File: src/rtl/div_iter.sv
// Iterative radix-2 restoring divider for the EXE stage.
// Decodes div.w / mod.w / div.wu / mod.wu from mul_div_op and returns the
// quotient or remainder after ITER iteration cycles via a valid/ready handshake.
`timescale 1ns/1ps
module div_iter #(
   parameter int WIDTH = 32,
   parameter int ITER  = 32
) (
   input  logic             clk,
   input  logic             resetn,
   input  logic             in_valid,
   output logic             in_ready,
   input  logic [9:0]       mul_div_op,
   input  logic [WIDTH-1:0] alu_src1,
   input  logic [WIDTH-1:0] alu_src2,
   input  logic             flush,
   output logic             out_valid,
   input  logic             out_ready,
   output logic [WIDTH-1:0] div_result
);

   localparam int CW = $clog2(ITER);

   typedef enum logic [1:0] {IDLE, CALC, DONE} state_t;

   state_t           state_reg, state_next;
   logic [CW-1:0]    cnt_reg;
   logic [WIDTH-1:0] rem_reg;     // partial remainder
   logic [WIDTH-1:0] quo_reg;     // dividend bits shifting out, quotient bits shifting in
   logic [WIDTH-1:0] dvs_reg;     // divisor magnitude
   logic [WIDTH-1:0] result_reg;
   logic             is_mod_reg, neg_q_reg, neg_r_reg, dbz_reg;

   // Request decode; only op[6:3] belong to the divider
   logic             is_div_op, accept, is_signed, is_mod, neg1, neg2;
   logic [WIDTH-1:0] mag1, mag2;

   assign is_div_op = |mul_div_op[6:3];
   assign accept    = in_valid & in_ready & is_div_op & ~flush;
   assign is_signed = mul_div_op[3] | mul_div_op[4];
   assign is_mod    = mul_div_op[4] | mul_div_op[6];
   assign neg1      = is_signed & alu_src1[WIDTH-1];
   assign neg2      = is_signed & alu_src2[WIDTH-1];
   // |0x80000000| wraps back to 0x80000000, which is correct as an unsigned magnitude
   assign mag1      = neg1 ? -alu_src1 : alu_src1;
   assign mag2      = neg2 ? -alu_src2 : alu_src2;

   // One restoring step: shift {rem, dividend} left, trial-subtract the divisor.
   // The top bit of trial is the borrow of the 33-bit subtraction.
   logic [WIDTH:0]   shifted;
   logic [WIDTH+1:0] trial;
   logic             trial_ok, last;
   logic [WIDTH-1:0] rem_new, quo_new, q_final, r_final, fixed;

   assign shifted  = {rem_reg, quo_reg[WIDTH-1]};
   assign trial    = {1'b0, shifted} - {2'b00, dvs_reg};
   assign trial_ok = ~trial[WIDTH+1];
   // A successful trial always leaves a difference below the divisor, so it fits WIDTH bits
   assign rem_new  = trial_ok ? trial[WIDTH-1:0] : shifted[WIDTH-1:0];
   assign quo_new  = {quo_reg[WIDTH-2:0], trial_ok};
   assign last     = (cnt_reg == CW'(ITER - 1));

   // Sign fix-up. With a zero divisor every trial succeeds, so the remainder
   // ends up as |src1| and its fix-up restores src1 exactly; only the quotient
   // needs forcing to all ones.
   assign q_final  = dbz_reg ? '1 : (neg_q_reg ? -quo_new : quo_new);
   assign r_final  = neg_r_reg ? -rem_new : rem_new;
   assign fixed    = is_mod_reg ? r_final : q_final;

   // Bits that are deliberately not consumed
   logic unused_bits;
   assign unused_bits = &{1'b0, mul_div_op[2:0], mul_div_op[9:7], trial[WIDTH]};

   // State register
   always_ff @(posedge clk or negedge resetn) begin
      if (!resetn) state_reg <= IDLE;
      else         state_reg <= state_next;
   end

   // Next-state logic; flush overrides every transition
   always_comb begin
      state_next = state_reg;
      case (state_reg)
         IDLE:    if (accept)    state_next = CALC;
         CALC:    if (last)      state_next = DONE;
         DONE:    if (out_ready) state_next = IDLE;
         default:                state_next = IDLE;
      endcase
      if (flush) state_next = IDLE;
   end

   // Datapath: latch operands on accept, iterate in CALC, capture result on the last step
   always_ff @(posedge clk or negedge resetn) begin
      if (!resetn) begin
         cnt_reg    <= '0;
         rem_reg    <= '0;
         quo_reg    <= '0;
         dvs_reg    <= '0;
         result_reg <= '0;
         is_mod_reg <= 1'b0;
         neg_q_reg  <= 1'b0;
         neg_r_reg  <= 1'b0;
         dbz_reg    <= 1'b0;
      end else if (accept) begin
         cnt_reg    <= '0;
         rem_reg    <= '0;
         quo_reg    <= mag1;
         dvs_reg    <= mag2;
         result_reg <= '0;
         is_mod_reg <= is_mod;
         neg_q_reg  <= neg1 ^ neg2;
         neg_r_reg  <= neg1;
         dbz_reg    <= (alu_src2 == '0);
      end else if (state_reg == CALC && !flush) begin
         cnt_reg <= cnt_reg + 1'b1;
         rem_reg <= rem_new;
         quo_reg <= quo_new;
         if (last) result_reg <= fixed;
      end
   end

   // Outputs decode directly from state so reset takes effect immediately
   assign in_ready   = (state_reg == IDLE);
   assign out_valid  = (state_reg == DONE);
   assign div_result = out_valid ? result_reg : '0;

endmodule

File: config.mk
export PLATFORM = sky130hd
export DESIGN_NAME = div_iter
export DESIGN_NICKNAME = d
export VERILOG_FILES = /design/src/rtl/div_iter.sv
export SDC_FILE = /design/constraint.sdc
export NUM_CORES = 1
export LEC_CHECK = 0
export BUFFER_PORTS_ARGS = -buffer_cell sky130_fd_sc_hd__buf_2
export CAP_MARGIN = 20
export CORE_ASPECT_RATIO = 1.2
export CORE_MARGIN = 1
export CORE_UTILIZATION = 61
export DETAILED_ROUTE_END_ITERATION = 10
export GPL_TIMING_DRIVEN = 1
export PLACE_DENSITY = 0.84
export SLEW_MARGIN = 20
export SYNTH_ARGS = -nofsm -noshare
export SYNTH_HDL_FRONTEND = slang
export SYNTH_SLANG_ARGS = --single-unit
File: constraint.sdc
create_clock -name clk -period 7.3 [get_ports clk]
set_input_delay 1.825 -clock clk [delete_from_list [all_inputs] [get_ports clk]]
set_output_delay 1.825 -clock clk [all_outputs]
set_load 0.01 [all_outputs]
==> impl_results.html, run 1 <==
<table>
<tr><th>Metric</th><th>Value</th></tr>
<tr><th colspan="2">Timing</th></tr>
<tr><td>Setup Viol. Count Final</td><td>0</td></tr>
<tr><td>Max_slew headroom</td><td>25.15%</td></tr>
<tr><td>Final Critical Period</td><td>5523 ps</td></tr>
<tr><td>Post-route setup TNS</td><td>0 ps</td></tr>
<tr><td>Final Hold Viols</td><td>0</td></tr>
<tr><td>Setup repair after global routing missed its margin</td><td>false</td></tr>
<tr><td>Max-slew violation count</td><td>0</td></tr>
<tr><td>Clk_skew</td><td>11.29 ps</td></tr>
<tr><td>Max Freq</td><td>0.1811 GHz</td></tr>
<tr><td>Post-route clock period utilization</td><td>75.65%</td></tr>
<tr><td>Worst-case hold slack</td><td>475.3 ps</td></tr>
<tr><td>Worst slew pin tran</td><td>1113 ps</td></tr>
<tr><th colspan="2">Logic synthesis</th></tr>
<tr><td>Library cell occupying the most area in the post-synthesis netlist</td><td>sky130_fd_sc_hd__dfrtp_1</td></tr>
<tr><td>Share of the yosys chip area belonging to registers</td><td>30.62%</td></tr>
<tr><td>Yosys reg bits</td><td>139</td></tr>
<tr><td>Syn. warnings</td><td>0</td></tr>
<tr><td>Syn Area/Cell</td><td>7.780 sq um</td></tr>
<tr><td>Post-synth EDFFs</td><td>0</td></tr>
<tr><td>Net Count, Synth</td><td>1578</td></tr>
<tr><td>Flip-flop cell with the highest count after synthesis</td><td>sky130_fd_sc_hd__dfrtp_1</td></tr>
<tr><td>Proportion of register bits with asynchronous set or reset after synthesis</td><td>100.0%</td></tr>
<tr><td>Area fraction of the dominant cell type after synthesis</td><td>30.62%</td></tr>
<tr><td>Library cells used by synthesis</td><td>79</td></tr>
<tr><td>Leading post-synthesis cells by cell area</td><td>sky130_fd_sc_hd__dfrtp_1, sky130_fd_sc_hd__nand2_1, sky130_fd_sc_hd__xnor2_1</td></tr>
<tr><td>Syn Inst Count</td><td>1460</td></tr>
<tr><td>Cell Area, Synth</td><td>0.01136 sq mm</td></tr>
<tr><th colspan="2">Route</th></tr>
<tr><td>Residual antenna-violating net count after detailed routing</td><td>0</td></tr>
<tr><td>Residual DRC</td><td>0</td></tr>
<tr><td>Wire length after detailed routing</td><td>34040 um</td></tr>
<tr><td>Initial drt markers</td><td>1150</td></tr>
<tr><td>Via density per instance</td><td>6.547</td></tr>
<tr><td>Per-cell routed wire length</td><td>19.50 um</td></tr>
<tr><td>Routed via count</td><td>11420</td></tr>
<tr><td>Iteration count of the initial detailed-routing pass</td><td>6</td></tr>
<tr><th colspan="2">Global routing</th></tr>
<tr><td>Antenna violations before repair</td><td>0</td></tr>
<tr><td>Total congestion overflow</td><td>0</td></tr>
<tr><td>Maximum number of pins on one net before global-route repair</td><td>104</td></tr>
<tr><td>First-pass GRT wire length</td><td>54390 um</td></tr>
<tr><td>Tot GR Track Use</td><td>36.64%</td></tr>
<tr><td>Vias in the first global route</td><td>10700</td></tr>
<tr><th colspan="2">Clock network</th></tr>
<tr><td>Number of sinks driven by the clock tree</td><td>139</td></tr>
<tr><td>Number of buffers added by the clock tree synthesis step</td><td>17</td></tr>
<tr><td>Resized Gates After CTS</td><td>0</td></tr>
<tr><td>Clock root cell</td><td>sky130_fd_sc_hd__clkbuf_16</td></tr>
<tr><td>TritonCTS clock tree</td><td>done</td></tr>
<tr><td>H-tree level count</td><td>4</td></tr>
<tr><td>Maximum buffer depth of the clock tree</td><td>2</td></tr>
<tr><td>Post-CTS Repair Setup Buffers</td><td>0</td></tr>
<tr><td>Register clock-pin slew on the reported worst setup and hold paths</td><td>70 ps</td></tr>
<tr><td>Source-to-sink clock delay at the later pin of the worst-skew pair</td><td>440 ps</td></tr>
<tr><td>Hold buffers post-CTS</td><td>0</td></tr>
<tr><th colspan="2">Critical path</th></tr>
<tr><td>Critical path endpoint category</td><td>register</td></tr>
<tr><td>CP Max Fanout</td><td>8</td></tr>
<tr><td>Data required, critical path</td><td>7630 ps</td></tr>
<tr><td>Critical Path Source Type</td><td>register</td></tr>
<tr><td>Classification of the worst setup path</td><td>reg2reg</td></tr>
<tr><td>Data arrival time at the worst-slack endpoint</td><td>5850 ps</td></tr>
<tr><th colspan="2">Placement</th></tr>
<tr><td>Dpl cell area</td><td>0.01192 sq mm</td></tr>
<tr><td>Placed wire-length estimate</td><td>25210 um</td></tr>
<tr><td>Count of buffers from port buffering</td><td>106</td></tr>
<tr><td>Routability congestion estimate</td><td>0.9533</td></tr>
<tr><th colspan="2">Run status</th></tr>
<tr><td>Outcome</td><td>complete, no violations</td></tr>
<tr><th colspan="2">Floorplanning</th></tr>
<tr><td>Core outline area</td><td>0.01817 sq mm</td></tr>
<tr><td>Boundary pin count</td><td>113</td></tr>
<tr><td>Total number of placement rows</td><td>54</td></tr>
<tr><td>Die area</td><td>0.01917 sq mm</td></tr>
<tr><td>Die span in x</td><td>126.6 um</td></tr>
<tr><td>Die span in y</td><td>151.5 um</td></tr>
<tr><td>Starting utilization of the core area</td><td>62.49%</td></tr>
<tr><th colspan="2">Final layout</th></tr>
<tr><td>Diodes inserted</td><td>0</td></tr>
<tr><td>Leading cell type in the layout, fill and taps excluded</td><td>sky130_fd_sc_hd__nand2_1</td></tr>
<tr><td>Total number of nets in the final design</td><td>1626</td></tr>
<tr><td>Top library cells by usage in the layout, fill and taps aside</td><td>sky130_fd_sc_hd__nand2_1, sky130_fd_sc_hd__dfrtp_1, sky130_fd_sc_hd__o21ai_0</td></tr>
<tr><td>Syn-to-layout area delta</td><td>10.70%</td></tr>
<tr><td>Summed area of non-filler cells in the final layout</td><td>0.01257 sq mm</td></tr>
<tr><td>Layout cell share with drive strength beyond 1</td><td>11.44%</td></tr>
<tr><th colspan="2">Power and ir drop</th></tr>
<tr><td>Final Power</td><td>5.336 mW</td></tr>
<tr><td>Power Dens Cells</td><td>424.4 mW/mm^2</td></tr>
<tr><td>Maximum ir drop on the vdd rail</td><td>337.3 uV</td></tr>
<tr><td>Leakage power of the design</td><td>5.577 nW</td></tr>
<tr><th colspan="2">Run</th></tr>
<tr><td>Number of maximum-capacitance constraint violations</td><td>0</td></tr>
<tr><th colspan="2">Min path</th></tr>
<tr><td>Worst min-delay path class</td><td>reg2reg</td></tr>
</table>
## final cells by class
class / count / area (sq um)
clock buffers: 18 / 429.2
clock inverters: 14 / 207.7
fillers: 1510 / 5602
inverters: 47 / 176.4
multi-input cells: 1186 / 7378
flip-flops and latches: 139 / 3478
well taps: 224 / 280.3
repair buffers: 117 / 623.1
## final timing paths
| path | start | depth (start not counted) | endpoint | slack (ps) |
|---|---|---|---|---|
| setup / recovery | rem_reg[7] | 16 | result_reg[28] | 1780 |
| hold / removal | result_reg[0] | 1 | result_reg[0] | 480 |
| setup reg to reg | rem_reg[7] | 16 | result_reg[28] | 1780 |
| hold reg to reg | result_reg[0] | 1 | result_reg[0] | 480 |
| max in group asynchronous | resetn | 2 | rem_reg[1] | 4800 |
| min in group asynchronous | resetn | 1 | rem_reg[28] | 1370 |
## report_power, final
group / leakage [nW] / internal (mW) / switching, mW
clock: 0.310 / 0.582 / 0.380
combinational: 3.47 / 1.13 / 2.07
sequential: 1.79 / 0.928 / 0.241
total: 5.58 / 2.64 / 2.69
## cell usage after synthesis (21+ instances only)
library cell / count
sky130_fd_sc_hd__a21oi_1: 92
sky130_fd_sc_hd__a31oi_1: 43
sky130_fd_sc_hd__and2_1: 41
sky130_fd_sc_hd__clkbuf_1: 60
sky130_fd_sc_hd__dfrtp_1: 139
sky130_fd_sc_hd__ha_1: 38
sky130_fd_sc_hd__inv_1: 46
sky130_fd_sc_hd__mux2i_1: 21
sky130_fd_sc_hd__nand2_1: 203
sky130_fd_sc_hd__nand3_1: 49
sky130_fd_sc_hd__nor2_1: 112
sky130_fd_sc_hd__nor3_1: 27
sky130_fd_sc_hd__nor4_1: 21
sky130_fd_sc_hd__o21ai_0: 121
sky130_fd_sc_hd__xnor2_1: 76
sky130_fd_sc_hd__xor2_1: 63
## through the flow
stage	util (%)	instances	worst slack (ps)
2_1_floorplan	-	1460	1958
3_3_place_gp	65.59	1713	2003
3_5_place_dp	65.59	1713	1924
4_1_cts	69.10	1745	1883
5_1_grt	69.18	1745	1505
6_report	69.18	1745	1777
## per-layer routing
layer / GRT usage [%] / wire (um)
met5: 0 / 0
met4: 24.34 / 2088
met3: 6.320 / 2110
met2: 63.40 / 16660
met1: 42.00 / 13170
## cell families (layout without fill, tap and decap cells)
group                      Yosys count  count (layout)  synth area share, %
xor gates and xnor gates           139             139                10.72
DFF                                139             139                30.62
and+or+nand+nor                    554             554                23.46
muxes                               22              22                1.950
adders and majority gates           39              39                4.362
AOI/OAI and AO/OA                  432             432                24.19
buffers and inverters              135             196                4.693
## critical path, stage by stage (launching register included)
cell and delay (ps):
sky130_fd_sc_hd__dfrtp_1 460, sky130_fd_sc_hd__ha_1 440, sky130_fd_sc_hd__a21oi_1 260, sky130_fd_sc_hd__o21ai_1 170
sky130_fd_sc_hd__and2_1 230, sky130_fd_sc_hd__o211ai_2 380, sky130_fd_sc_hd__nand2_2 160, sky130_fd_sc_hd__o21ai_0 470
sky130_fd_sc_hd__ha_1 290, sky130_fd_sc_hd__nand2_1 80, sky130_fd_sc_hd__a211o_1 270, sky130_fd_sc_hd__nor4_1 510
sky130_fd_sc_hd__a41o_1 330, sky130_fd_sc_hd__o2111ai_1 260, sky130_fd_sc_hd__or3b_1 500, sky130_fd_sc_hd__or3_1 390
sky130_fd_sc_hd__a32o_1 220
(Power assumes the default switching activity.)
==> inputs of run 2 (changes only) <==
- CORE_UTILIZATION: 61 -> 55
- PLACE_DENSITY: 0.84 -> 0.8
- clock period: 7.3 -> 5.05 ns (I/O delays scaled with it)
==> run 2 against run 1 <==
  * Clock power grew 39%
  * Clock-buffer cell count unchanged
  * Design area increased by 2.9%
  * Wire length is 0.24% higher
  * Critical path type unchanged
==> impl_results.html, run 2 (synthesized netlist as in run 1, its figures left out) <==
<table>
<tr><th>Metric</th><th>Value</th></tr>
<tr><th colspan="2">Run status</th></tr>
<tr><td>Outcome</td><td>complete, no violations</td></tr>
<tr><th colspan="2">Route</th></tr>
<tr><td>Residual DRC</td><td>0</td></tr>
<tr><td>Routed via count</td><td>11460</td></tr>
<tr><td>Via density per instance</td><td>6.321</td></tr>
<tr><td>Iteration count of the initial detailed-routing pass</td><td>6</td></tr>
<tr><td>Wire length after detailed routing</td><td>34120 um</td></tr>
<tr><td>Per-cell routed wire length</td><td>18.82 um</td></tr>
<tr><td>Initial drt markers</td><td>988</td></tr>
<tr><td>Residual antenna-violating net count after detailed routing</td><td>0</td></tr>
<tr><th colspan="2">Final layout</th></tr>
<tr><td>Syn-to-layout area delta</td><td>13.95%</td></tr>
<tr><td>Finished Core Util</td><td>63.90%</td></tr>
<tr><td>Layout cell share with drive strength beyond 1</td><td>14.47%</td></tr>
<tr><td>Leading cell type in the layout, fill and taps excluded</td><td>sky130_fd_sc_hd__nand2_1</td></tr>
<tr><td>Diodes inserted</td><td>0</td></tr>
<tr><td>Non-filler instance count after layout</td><td>1813</td></tr>
<tr><td>Total number of nets in the final design</td><td>1653</td></tr>
<tr><td>Top library cells by usage in the layout, fill and taps aside</td><td>sky130_fd_sc_hd__nand2_1, sky130_fd_sc_hd__dfrtp_1, sky130_fd_sc_hd__o21ai_0</td></tr>
<tr><th colspan="2">Critical path</th></tr>
<tr><td>Cell count of the worst reg-to-reg path</td><td>17</td></tr>
<tr><td>CP Max Fanout</td><td>6</td></tr>
<tr><td>Critical path endpoint category</td><td>register</td></tr>
<tr><td>Data required, critical path</td><td>5370 ps</td></tr>
<tr><td>Register-to-register path setup slack</td><td>210 ps</td></tr>
<tr><td>Data arrival time at the worst-slack endpoint</td><td>5160 ps</td></tr>
<tr><td>Classification of the worst setup path</td><td>reg2reg</td></tr>
<tr><td>Reg-to-Reg End</td><td>result_reg[28]</td></tr>
<tr><td>Critical Path Source Type</td><td>register</td></tr>
<tr><td>Launch instance of the worst register-to-register path</td><td>rem_reg[0]</td></tr>
<tr><th colspan="2">Clock network</th></tr>
<tr><td>Clock root cell</td><td>sky130_fd_sc_hd__clkbuf_16</td></tr>
<tr><td>Number of sinks driven by the clock tree</td><td>139</td></tr>
<tr><td>Hold buffers post-CTS</td><td>0</td></tr>
<tr><td>TritonCTS clock tree</td><td>done</td></tr>
<tr><td>Register clock-pin slew on the reported worst setup and hold paths</td><td>70 ps</td></tr>
<tr><td>Source-to-sink clock delay at the later pin of the worst-skew pair</td><td>430 ps</td></tr>
<tr><td>Number of buffers added by the clock tree synthesis step</td><td>17</td></tr>
<tr><td>Maximum buffer depth of the clock tree</td><td>2</td></tr>
<tr><td>H-tree level count</td><td>4</td></tr>
<tr><th colspan="2">Placement</th></tr>
<tr><td>Placed Instances</td><td>1780</td></tr>
<tr><td>Routability congestion estimate</td><td>0.9110</td></tr>
<tr><td>Placed wire-length estimate</td><td>25730 um</td></tr>
<tr><td>Count of buffers from port buffering</td><td>106</td></tr>
<tr><th colspan="2">Global routing</th></tr>
<tr><td>Global routing met3 resource utilization</td><td>4.553%</td></tr>
<tr><td>Most crowded layer after global routing</td><td>met2</td></tr>
<tr><td>Vias in the first global route</td><td>10830</td></tr>
<tr><td>Tot GR Track Use</td><td>32.66%</td></tr>
<tr><td>GRT met2 Usage</td><td>56.31%</td></tr>
<tr><td>Total congestion overflow</td><td>0</td></tr>
<tr><td>Fraction of met1 tracks used by global routing</td><td>40.02%</td></tr>
<tr><td>Antenna violations before repair</td><td>0</td></tr>
<tr><td>Maximum number of pins on one net before global-route repair</td><td>69</td></tr>
<tr><td>First-pass GRT wire length</td><td>55010 um</td></tr>
<tr><th colspan="2">Floorplanning</th></tr>
<tr><td>Total number of placement rows</td><td>57</td></tr>
<tr><td>Starting utilization of the core area</td><td>56.08%</td></tr>
<tr><td>Die span in y</td><td>159.4 um</td></tr>
<tr><td>Boundary pin count</td><td>113</td></tr>
<tr><td>Die area</td><td>0.02123 sq mm</td></tr>
<tr><td>Die span in x</td><td>133.2 um</td></tr>
<tr><td>Core outline area</td><td>0.02025 sq mm</td></tr>
<tr><th colspan="2">Min path</th></tr>
<tr><td>Hold Crit Depth</td><td>1</td></tr>
<tr><td>Worst min-delay path class</td><td>reg2reg</td></tr>
<tr><td>Worst Min Path Start</td><td>result_reg[0]</td></tr>
<tr><td>Worst Hold Endpoint</td><td>result_reg[0]</td></tr>
<tr><th colspan="2">Timing</th></tr>
<tr><td>Max Freq</td><td>0.2066 GHz</td></tr>
<tr><td>Post-route setup TNS</td><td>0 ps</td></tr>
<tr><td>Setup repair after global routing missed its margin</td><td>false</td></tr>
<tr><td>Max_slew headroom</td><td>27.14%</td></tr>
<tr><td>Final Hold Viols</td><td>0</td></tr>
<tr><td>Clk_skew</td><td>7.034 ps</td></tr>
<tr><td>Setup Viol. Count Final</td><td>0</td></tr>
<tr><td>Worst-case hold slack</td><td>471.2 ps</td></tr>
<tr><td>Max-slew violation count</td><td>0</td></tr>
<tr><td>Final Critical Period</td><td>4839 ps</td></tr>
<tr><td>Worst slew pin tran</td><td>1091 ps</td></tr>
<tr><td>Post-route clock period utilization</td><td>95.83%</td></tr>
<tr><th colspan="2">Power and ir drop</th></tr>
<tr><td>Leakage power of the design</td><td>5.700 nW</td></tr>
<tr><td>Final Power</td><td>7.949 mW</td></tr>
<tr><td>Maximum ir drop on the vdd rail</td><td>385.7 uV</td></tr>
<tr><td>Power Dens Cells</td><td>614.2 mW/mm^2</td></tr>
<tr><th colspan="2">Run</th></tr>
<tr><td>Number of maximum-capacitance constraint violations</td><td>0</td></tr>
</table>
run 2: worst max-delay path, stage by stage, from the launching register on:
cell                        delay [ps]
sky130_fd_sc_hd__dfrtp_2           450
sky130_fd_sc_hd__ha_1              310
sky130_fd_sc_hd__nor2b_1           140
sky130_fd_sc_hd__o31a_1            290
sky130_fd_sc_hd__o211a_2           340
sky130_fd_sc_hd__o211ai_4          210
sky130_fd_sc_hd__nand2_4           120
sky130_fd_sc_hd__o21ai_4           170
sky130_fd_sc_hd__ha_2              220
sky130_fd_sc_hd__nand2b_1          120
sky130_fd_sc_hd__or3_1             400
sky130_fd_sc_hd__or3_1             320
sky130_fd_sc_hd__nor3_1            160
sky130_fd_sc_hd__a41o_1            210
sky130_fd_sc_hd__o2111ai_2         170
sky130_fd_sc_hd__or3b_4            470
sky130_fd_sc_hd__or3_1             390
sky130_fd_sc_hd__a32o_1            220
run 2: per-stage QoR:
| stage | area, sq um | setup WS (ps) |
|---|---|---|
| final | 12940 | 210.8 |
| after global routing | 12940 | 8.216 |
| after CTS | 12830 | 183.2 |
| after detailed placement | 12200 | 251.4 |
| after global placement | 12200 | 334.2 |
| after floorplan | 11390 | 19.92 |
run 2: final cells by class:
type / instances / area [sq um]
multi-input cells: 1186 / 7497
fillers: 1770 / 7312
flip-flops and latches: 139 / 3481
repair buffers: 144 / 834.6
clock buffers: 18 / 439.2
well taps: 265 / 331.6
clock inverters: 14 / 182.7
inverters: 47 / 176.4
run 2: metal layers:
metal  vias up  share of wire (%)  wire (um)
met5         -                  0          0
met4         0                4.6       1572
met3       110                5.7       1950
met2       477                 49      16850
met1      5450                 40      13740
li1       5423                  -          -
run 2: power by group:
part | switching, mW | internal [mW] | total [mW]
logic | 3.12 | 1.82 | 4.94
clock network | 0.538 | 0.803 | 1.34
registers | 0.327 | 1.34 | 1.67
run 2: worst max-delay path by stage:
stage | depth (start not counted) | startpoint | end
6_report | 17 | rem_reg[0] | result_reg[28]
5_1_grt | 17 | rem_reg[0] | result_reg[28]
4_1_cts | 18 | rem_reg[17] | result_reg[28]
3_5_place_dp | 18 | rem_reg[17] | result_reg[28]
3_3_place_gp | 18 | rem_reg[17] | result_reg[28]
2_1_floorplan | 21 | rem_reg[0] | result_reg[28]
run 2: what timing repair did:
action | CTS | global route
buffers inserted | 0 | 1
setup endpoints to repair | 0 | 5
resized for setup | 0 | 25
